File: src/rtl/pipe_pkg.sv
// Shared definitions for the pipeline-stage buffer: FSM encoding, exception code,
// default redirect PCs and the packed entry width helper.
package pipe_pkg;

  typedef enum logic [1:0] {
    ST_EMPTY = 2'd0,
    ST_ONE   = 2'd1,
    ST_TWO   = 2'd2
  } state_t;

  localparam logic [4:0]  EXC_NONE     = 5'd0;
  localparam logic [31:0] DEF_RESET_PC = 32'h0000_3000;
  localparam logic [31:0] DEF_EXC_PC   = 32'h0000_4180;

  // Entry layout, MSB first: pc(32) instr(32) data(NLANE*DW) addr(NADDR*AW) exc(5) bd(1)
  function automatic int entry_width(input int nlane, input int dw,
                                     input int naddr, input int aw);
    return 64 + nlane * dw + naddr * aw + 6;
  endfunction

endpackage

File: src/rtl/pipe_entry_reg.sv
// One packed pipeline entry register; load copies a new entry, bubble keeps only
// the supplied pc/bd and zeroes instr/data/addr/exc.
module pipe_entry_reg
  import pipe_pkg::*;
#(
  parameter int          W      = 166,
  parameter logic [31:0] RST_PC = DEF_RESET_PC
) (
  input  logic         clk,
  input  logic         reset,
  input  logic         load,
  input  logic [W-1:0] d,
  input  logic         bubble,
  input  logic [31:0]  bubble_pc,
  input  logic         bubble_bd,
  output logic [W-1:0] q
);

  logic [W-1:0] q_reg;

  always_ff @(posedge clk or negedge reset) begin
    if (!reset) begin
      q_reg <= {RST_PC, {(W-38){1'b0}}, EXC_NONE, 1'b0};
    end else if (bubble) begin
      q_reg <= {bubble_pc, {(W-38){1'b0}}, EXC_NONE, bubble_bd};
    end else if (load) begin
      q_reg <= d;
    end
  end

  assign q = q_reg;

endmodule

File: src/rtl/pipe_stage_buf.sv
// Pipeline-stage register with valid/ready handshake, 2-entry skid, bubble (clr) and
// exception redirect (req). Optional counters enabled by PIPE_STAGE_PERF_EN.
module pipe_stage_buf
  import pipe_pkg::*;
#(
  parameter int          DW       = 32,
  parameter int          NLANE    = 3,
  parameter int          AW       = 5,
  parameter int          NADDR    = 3,
  parameter logic [31:0] RESET_PC = DEF_RESET_PC,
  parameter logic [31:0] EXC_PC   = DEF_EXC_PC
) (
  input  logic                  clk,
  input  logic                  reset,
  input  logic                  clr,
  input  logic                  req,
  input  logic                  in_valid,
  output logic                  in_ready,
  input  logic [31:0]           in_pc,
  input  logic [31:0]           in_instr,
  input  logic [NLANE*DW-1:0]   in_data,
  input  logic [NADDR*AW-1:0]   in_addr,
  input  logic [4:0]            in_exc,
  input  logic                  in_bd,
  output logic                  out_valid,
  input  logic                  out_ready,
  output logic [31:0]           out_pc,
  output logic [31:0]           out_instr,
  output logic [NLANE*DW-1:0]   out_data,
  output logic [NADDR*AW-1:0]   out_addr,
  output logic [4:0]            out_exc,
  output logic                  out_bd,
`ifdef PIPE_STAGE_PERF_EN
  output logic [31:0]           stall_cnt,
  output logic [31:0]           bubble_cnt,
`endif
  output logic [1:0]            occ
);

  localparam int EW        = entry_width(NLANE, DW, NADDR, AW);
  localparam int ADDR_LSB  = 6;
  localparam int DATA_LSB  = ADDR_LSB + NADDR * AW;
  localparam int INSTR_LSB = DATA_LSB + NLANE * DW;

  state_t        state_reg, state_next;
  logic          accept, pop;
  logic          head_load, head_from_skid, head_bubble, skid_load;
  logic [31:0]   bubble_pc;
  logic          bubble_bd;
  logic [EW-1:0] in_entry, head_d, head_q, skid_q;

  assign in_entry = {in_pc, in_instr, in_data, in_addr, in_exc, in_bd};
  assign in_ready = (state_reg != ST_TWO);
  assign out_valid = (state_reg != ST_EMPTY);
  assign accept   = in_valid & in_ready;
  assign pop      = out_valid & out_ready;
  assign occ      = state_reg;

  always_ff @(posedge clk or negedge reset) begin
    if (!reset) state_reg <= ST_EMPTY;
    else        state_reg <= state_next;
  end

  always_comb begin
    state_next     = state_reg;
    head_load      = 1'b0;
    head_from_skid = 1'b0;
    head_bubble    = 1'b0;
    skid_load      = 1'b0;
    bubble_pc      = in_pc;
    bubble_bd      = in_bd;
    if (req) begin
      state_next  = ST_EMPTY;
      head_bubble = 1'b1;
      bubble_pc   = EXC_PC;
      bubble_bd   = 1'b0;
    end else if (clr) begin
      // A pop in this cycle has already been seen downstream; just drop everything.
      state_next  = ST_EMPTY;
      head_bubble = 1'b1;
    end else begin
      unique case (state_reg)
        ST_EMPTY: if (accept) begin
          head_load  = 1'b1;
          state_next = ST_ONE;
        end
        ST_ONE: begin
          if (accept && pop) begin
            head_load = 1'b1;
          end else if (accept) begin
            skid_load  = 1'b1;
            state_next = ST_TWO;
          end else if (pop) begin
            state_next = ST_EMPTY;
          end
        end
        ST_TWO: if (pop) begin
          head_load      = 1'b1;
          head_from_skid = 1'b1;
          state_next     = ST_ONE;
        end
        default: state_next = ST_EMPTY;
      endcase
    end
  end

  assign head_d = head_from_skid ? skid_q : in_entry;

  pipe_entry_reg #(.W(EW), .RST_PC(RESET_PC)) u_head (
    .clk(clk), .reset(reset), .load(head_load), .d(head_d),
    .bubble(head_bubble), .bubble_pc(bubble_pc), .bubble_bd(bubble_bd), .q(head_q)
  );

  pipe_entry_reg #(.W(EW), .RST_PC(32'd0)) u_skid (
    .clk(clk), .reset(reset), .load(skid_load), .d(in_entry),
    .bubble(req | clr), .bubble_pc(32'd0), .bubble_bd(1'b0), .q(skid_q)
  );

  // The head register may still hold a popped entry; only pc/bd stay visible when empty.
  assign out_pc    = head_q[EW-1 -: 32];
  assign out_bd    = head_q[0];
  assign out_instr = out_valid ? head_q[INSTR_LSB +: 32] : 32'd0;
  assign out_exc   = out_valid ? head_q[1 +: 5] : EXC_NONE;

  genvar gi;
  generate
    for (gi = 0; gi < NLANE; gi++) begin : g_lane
      assign out_data[gi*DW +: DW] = out_valid ? head_q[DATA_LSB + gi*DW +: DW] : {DW{1'b0}};
    end
    for (gi = 0; gi < NADDR; gi++) begin : g_addr
      assign out_addr[gi*AW +: AW] = out_valid ? head_q[ADDR_LSB + gi*AW +: AW] : {AW{1'b0}};
    end
  endgenerate

`ifdef PIPE_STAGE_PERF_EN
  logic [31:0] stall_cnt_reg, bubble_cnt_reg;

  always_ff @(posedge clk or negedge reset) begin
    if (!reset) begin
      stall_cnt_reg  <= 32'd0;
      bubble_cnt_reg <= 32'd0;
    end else begin
      if (out_valid && !out_ready) stall_cnt_reg <= stall_cnt_reg + 32'd1;
      if (clr && !req)             bubble_cnt_reg <= bubble_cnt_reg + 32'd1;
    end
  end

  assign stall_cnt  = stall_cnt_reg;
  assign bubble_cnt = bubble_cnt_reg;
`endif

endmodule

File: config.mk
export PLATFORM = sky130hd
export DESIGN_NAME = pipe_stage_buf
export DESIGN_NICKNAME = d
export VERILOG_FILES = /design/src/rtl/pipe_pkg.sv /design/src/rtl/pipe_entry_reg.sv /design/src/rtl/pipe_stage_buf.sv
export SDC_FILE = /design/constraint.sdc
export NUM_CORES = 1
export LEC_CHECK = 0
export ABC_CLOCK_PERIOD_IN_PS = 2200
export BUFFER_PORTS_ARGS = -buffer_cell sky130_fd_sc_hd__buf_4
export CAP_MARGIN = 20
export CORE_ASPECT_RATIO = 0.9
export CORE_MARGIN = 3
export CORE_UTILIZATION = 32
export DETAILED_ROUTE_END_ITERATION = 16
export GPL_ROUTABILITY_DRIVEN = 1
export PLACE_DENSITY = 0.49
export SYNTH_ARGS = -nofsm -noshare
export SYNTH_HDL_FRONTEND = slang
export SYNTH_HIERARCHICAL = 1
export SYNTH_SLANG_ARGS = --single-unit
File: constraint.sdc
create_clock -name clk -period 2.2 [get_ports clk]
set_input_delay 0.22 -clock clk [delete_from_list [all_inputs] [get_ports clk]]
set_output_delay 0.22 -clock clk [all_outputs]
set_load 0.01 [all_outputs]
==> results of run 1 <==
==> final cells by class <==
class,count,area share
tap,765,0.0363
timing repair buffer,633,0.217
clock buffer,66,0.0475
sequential,364,0.346
clock inverter,12,0.00650
multi-input combinational,1199,0.346
antenna,6,0.000570
inverter,1,0.000427
==> worst max-delay path by stage <==
stage,end,startpoint,slack [ns],depth (start not counted)
floorplan,u_head/q[169],occ[0],0.52,7
global placement,u_head/q[29],req,0.22,7
detailed placement,u_head/q[39],req,0.16,7
CTS,out_instr[22],occ[0],-0.05,4
global route,out_instr[26],occ[1],-0.06,4
finish,out_instr[22],occ[0],0.03,4
==> routing by layer <==
metal / GRT usage / wire, um / vias up
met2: 0.270 / 24800 / 273
met3: 0.0385 / 3040 / 55
met1: 0.240 / 25600 / 6805
met5: 0 / 0 / -
met4: 0.0394 / 930 / 0
li1: - / - / 6721
==> layout by cell type, fill, tap and decap left out, types with 2 or more instances in the layout <==
master,count
and2_1,118
and2_4,30
buf_12,30
buf_16,2
buf_4,412
buf_6,2
bufbuf_16,2
bufinv_16,4
clkbuf_1,14
clkbuf_16,44
clkbuf_8,9
clkinv_2,5
conb_1,33
dfrtp_1,361
dfstp_2,2
diode_2,6
dlygate4sd3_1,183
inv_6,3
mux2_2,91
mux2_4,90
mux2i_1,363
nand2_1,67
nor2_1,298
nor2b_1,29
o21ai_0,66
or2_2,3
==> worst reg2reg max path: cells and delay by family, from the launching register on <==
kind | cells | cell delay (ns)
flip-flops | 1 | 0.38
AND/OR/NAND/NOR | 2 | 0.21
buffers and inverters | 4 | 0.78
multiplexers | 2 | 0.34
AO/OA/AOI/OAI | 1 | 0.20
==> logic make-up after synthesis <==
group / Yosys count / share of synthesized area
AND/OR/NAND/NOR: 553 / 0.135
multiplexers: 544 / 0.318
flip-flops: 364 / 0.482
buffers and inverters: 129 / 0.0461
AO/OA/AOI/OAI: 69 / 0.0187
other: 1 / 0.000198
==> per-stage QoR <==
stage          power [mW]  area (sq um)  cells
2_1_floorplan        7.85         19000   1692
3_3_place_gp         8.67         22900   2773
3_5_place_dp         8.69         22900   2773
4_1_cts              16.4         26300   3038
5_1_grt              16.9         26400   3044
6_report             16.2         26400   3046
==> repair_timing <==
item,4_1_cts,5_1_grt
resized for setup,22,13
hold buffers,183,0
pin swaps,0,1
gates cloned,2,1
setup endpoints to repair,148,104
buffers inserted,3,1
endpoints found under the hold margin,253,0
==> power by group through the flow <==
stage          registers [mW]  clock network (mW)  logic, mW
2_1_floorplan            7.05                   0      0.797
3_3_place_gp             7.05                   0       1.61
3_5_place_dp             7.05                   0       1.63
4_1_cts                  6.94                7.54       1.95
5_1_grt                  6.95                7.82       2.11
6_report                 6.94                7.29       1.92
==> results.json, run 1 <==
{
  "outcome": "finished, final reports clean",
  "worstHoldStart": "in_valid",
  "worst_slew_pin_slew_ns": 0.693,
  "synth_flop_cell": "dfrtp_1",
  "arrival_ns": 1.95,
  "worstReg2RegEnd": "u_head/q[47]",
  "h-tree-depth": 2,
  "ff2ff_path_depth": 9,
  "ios": 372,
  "pwr-share-comb": 0.119,
  "reg2reg_from": "occ[1]",
  "grt_pass1_wl_um": 84900,
  "cpLargestDelayFamily": "simple AND/OR/NAND/NOR gates",
  "hp-class": "in2reg",
  "area_growth_pct": 39.4,
  "holdWs_ns": 0.0475,
  "crit_fanout": 38,
  "worstPathCellList": "or2_4 -> bufbuf_16 -> and2_1 -> buf_4",
  "synth_edf_count": 0,
  "clockBufferDepth": 3,
  "ant_nets": 0,
  "clkPwrFrac": 0.451,
  "finalCriticalPeriod_ns": 2.17,
  "grt_use_total": 0.171,
  "setup_ws_ns": 0.0271,
  "antenna_found_initial": 4,
  "clockRootBuffer": "clkbuf_16",
  "holdPathStages": 3,
  "grt_overflow": 0,
  "syn_area_sq_mm": 0.0189,
  "yosysSeqAreaShare": 0.482,
  "setup.worst_path.class": "reg2out",
  "fmax_ghz": 0.460,
  "grt_pass1_vias": 14400,
  "core_area_sq_mm": 0.0577,
  "avgSynthCellArea_sq_um": 11.4,
  "dieArea_sq_mm": 0.0620,
  "wl_um": 54400,
  "cts_made_buffers": 43,
  "dr.pass1.iters": 4,
  "synth_seq_cells": 364,
  "crit_required_ns": 1.98,
  "setup_tns_ns": 0,
  "vias_per_cell": 4.55,
  "pwr_density_cell_mw_per_mm2": 613,
  "dieHeight_um": 237,
  "seqPwrFrac": 0.429,
  "fillers": 5456,
  "ys.warnings.count": 6,
  "p_leak_nw": 12.0,
  "dpl.hpwl_um": 34500,
  "multi_input_area_sq_mm": 0.00913,
  "worst_clock_skew_ns": 0.0128,
  "clk_pin_slew_ns": 0.06,
  "p_sw_frac": 0.240,
  "cp-start-kind": "register",
  "critPathMaxStageDelay_ns": 0.40,
  "synthTopCellsByArea": "dfrtp_1, mux2i_1, mux2_4",
  "vdd_drop_max_mv": 0.487,
  "seq_area_sq_mm": 0.00911,
  "nets": 2429,
  "clk_latency_ns": 0.56,
  "row_count": 83,
  "finalMaxSlewViolations": 0,
  "yosysTopAreaCell": "dfrtp_1",
  "synth_common_cells": "mux2i_1, dfrtp_1, nor2_1",
  "synth_cell_type_count": 28,
  "drive_gt1_frac": 0.324,
  "critical_path.slowest_cell": "dfrtp_2",
  "drt_iter0_markers": 645,
  "initial_utilization": 0.327,
  "cts_tree": "done",
  "drc": 0,
  "maxCapViolCount": 0,
  "yosysMostFrequentCell": "mux2i_1",
  "fin_crit_sh": 0.988,
  "synth_top_area_share": 0.479,
  "cts.sinks": 364,
  "pre_cts_slack_ns": 0.157,
  "async_flop_share": 1.00,
  "worst_setup_path_end_kind": "output port",
  "finalHoldViolCount": 0,
  "netlist_instances": 1660,
  "switching_power_mw": 3.88,
  "routabilityCongestion": 0.764,
  "grt_max_degree": 172,
  "rsz0062_at_grt": "true",
  "wire_per_inst_um": 17.9,
  "finalSetupViolCount": 0,
  "fin_util": 0.456,
  "path_buf_inv": 2,
  "regToRegSetupSlack_ns": 0.17,
  "die_w_um": 262,
  "numPortBuffers": 371,
  "p_int_mw": 12.3,
  "slew_headroom": 0.538,
  "vias": 13900,
  "holdPathEnd": "occ[1]"
}
Power figures use the tool's default switching activity.
==> run 2, diff against run 1 <==
- ABC_CLOCK_PERIOD_IN_PS: 2200 -> 2550
- CAP_MARGIN: 20 -> 40
- GPL_TIMING_DRIVEN: not set -> 1
- clock period: 2.2 -> 2.55 ns (I/O delays scaled with it)
==> results.json, run 2 (synthesis gave the netlist of run 1 again) <==
{
  "finalCriticalPeriod_ns": 2.43,
  "crit_required_ns": 2.30,
  "outcome": "finished, final reports clean",
  "critical_path.slowest_cell": "dfrtp_1",
  "dp.cells": 2769,
  "worstHoldStart": "in_pc[14]",
  "switching_power_mw": 3.39,
  "initial_utilization": 0.327,
  "worst_clock_skew_ns": 0.00624,
  "wl_um": 53700,
  "hp-class": "in2reg",
  "clockRootBuffer": "clkbuf_16",
  "grt_use_total": 0.168,
  "cp-startpoint": "occ[1]",
  "ant_nets": 0,
  "setup_tns_ns": 0,
  "cts.sinks": 364,
  "final_common_cell": "buf_4",
  "dieHeight_um": 237,
  "worst_setup_path_end_kind": "output port",
  "finalSetupViolCount": 0,
  "vias": 13800,
  "ios": 372,
  "drive_gt1_frac": 0.314,
  "dr.pass1.iters": 4,
  "maxCapViolCount": 0,
  "worst_slew_pin_slew_ns": 1.24,
  "fin_crit_sh": 0.954,
  "cts_tree": "done",
  "cpLargestDelayFamily": "flip-flops",
  "vias_per_cell": 4.56,
  "vdd_drop_max_mv": 0.430,
  "p_sw_frac": 0.245,
  "cp-start-kind": "register",
  "clkPwrFrac": 0.453,
  "power.total_mw": 13.9,
  "h-tree-depth": 2,
  "grt_pass1_vias": 14600,
  "worstPathCellList": "or2_4 -> buf_12 -> buf_12 -> and2_1 -> buf_4",
  "critPathMaxStageDelay_ns": 0.57,
  "crit_fanout": 29,
  "crit_top_cell": "buf_12",
  "rsz0062_at_grt": "false",
  "die_w_um": 262,
  "path_buf_inv": 3,
  "dieArea_sq_mm": 0.0620,
  "clk_pin_slew_ns": 0.06,
  "pre_cts_slack_ns": 0.381,
  "drc": 0,
  "fmax_ghz": 0.411,
  "setup.worst_path.class": "reg2out",
  "pwr-share-comb": 0.115,
  "most-common-layout-cells": "buf_4, mux2i_1, dfrtp_1, nor2_1, dlygate4sd3_1",
  "area_growth_pct": 36.5,
  "final_cell_area_sq_mm": 0.0258,
  "seqPwrFrac": 0.432,
  "clk_latency_ns": 0.56,
  "drt_iter0_markers": 743,
  "grt_max_degree": 215,
  "finalHoldViolCount": 0,
  "pwr_density_cell_mw_per_mm2": 537,
  "cts_made_buffers": 44,
  "antenna_found_initial": 3,
  "cts-resized-gates": 0,
  "nets": 2399,
  "setup_ws_ns": 0.118,
  "p_int_mw": 10.5,
  "wire_per_inst_um": 17.8,
  "core_area_sq_mm": 0.0577,
  "finalMaxSlewViolations": 0,
  "fin_cells": 3014,
  "grt_overflow": 0,
  "arrival_ns": 2.18,
  "row_count": 83,
  "dpl.hpwl_um": 34700,
  "placed_cell_area_sq_mm": 0.0227,
  "clockBufferDepth": 3,
  "p_leak_nw": 11.8,
  "reg2reg_from": "occ[1]",
  "slew_headroom": 0.173,
  "grt_pass1_wl_um": 83500,
  "numPortBuffers": 371,
  "routabilityCongestion": 0.774
}
## run 2: changes by cell type in the layout (fill, tap and decap cells not counted), moves of 2 or more
cell | previous run | this run
and2_1 | 118 | 148
and2_4 | 30 | 0
buf_12 | 30 | 23
buf_16 | 2 | 0
buf_4 | 412 | 418
buf_6 | 2 | 0
bufbuf_16 | 2 | 0
bufinv_16 | 4 | 2
clkbuf_1 | 14 | 11
clkinv_2 | 5 | 9
clkinvlp_4 | 0 | 4
diode_2 | 6 | 1
dlygate4sd3_1 | 183 | 159
## run 2: metal layers
| layer | part of all wire | routed length (um) | GRT usage | vias to the layer above |
|---|---|---|---|---|
| li1 | - | - | - | 6648 |
| met1 | 0.47 | 25200 | 0.233 | 6749 |
| met2 | 0.46 | 24600 | 0.269 | 283 |
| met3 | 0.051 | 2760 | 0.0324 | 72 |
| met4 | 0.021 | 1150 | 0.0441 | 0 |
| met5 | 0 | 0 | 0 | - |
## run 2: path summary, 6_finish.rpt
path	to	slack, ns	depth (start not counted)
max reg2reg	u_skid/q[41]	0.28	6
min reg2reg	u_head/q[46]	0.51	2
max in group asynchronous	u_head/q[157]	1.41	3
min	u_head/q[163]	0.03	4
min in group asynchronous	u_head/q[40]	0.29	2
max	out_data[43]	0.12	5
## run 2: metrics by stage
step / utilization / hold WS (ns)
floorplan: - / -0.0406
global placement: 0.393 / 0.282
detailed placement: 0.393 / 0.287
CTS: 0.446 / 0.00116
global route: 0.447 / 0.0159
finish: 0.447 / 0.0304
## run 2: area by class of cell
class | instances | area (sq um)
clock inverters | 17 | 153
diodes | 1 | 2.50
flip-flops and latches | 364 | 9110
fillers | 5579 | 31900
multi-input cells | 1200 | 9060
clock buffers | 65 | 1290
well taps | 765 | 957
repair buffers | 601 | 5200
inverters | 1 | 11.3
## run 2: what timing repair did
item | CTS | global route
buffers inserted | 0 | 2
hold endpoints to repair | 213 | 0
hold buffers | 159 | 0
setup endpoints to repair | 0 | 17
## run 2: worst min-delay path: cells and delay by family
family	cells	cell delay, ns
simple gates	2	0.13
buf+inv	1	0.10
compound gates	1	0.06
## run 2: power groups by stage
stage	Sequential [mW]	Clock (mW)	Combinational, mW
after floorplan	6.08	0	0.687
after global placement	6.09	0	1.38
after detailed placement	6.09	0	1.39
after CTS	5.99	6.51	1.61
after global routing	6.00	6.75	1.75
final	5.99	6.28	1.59
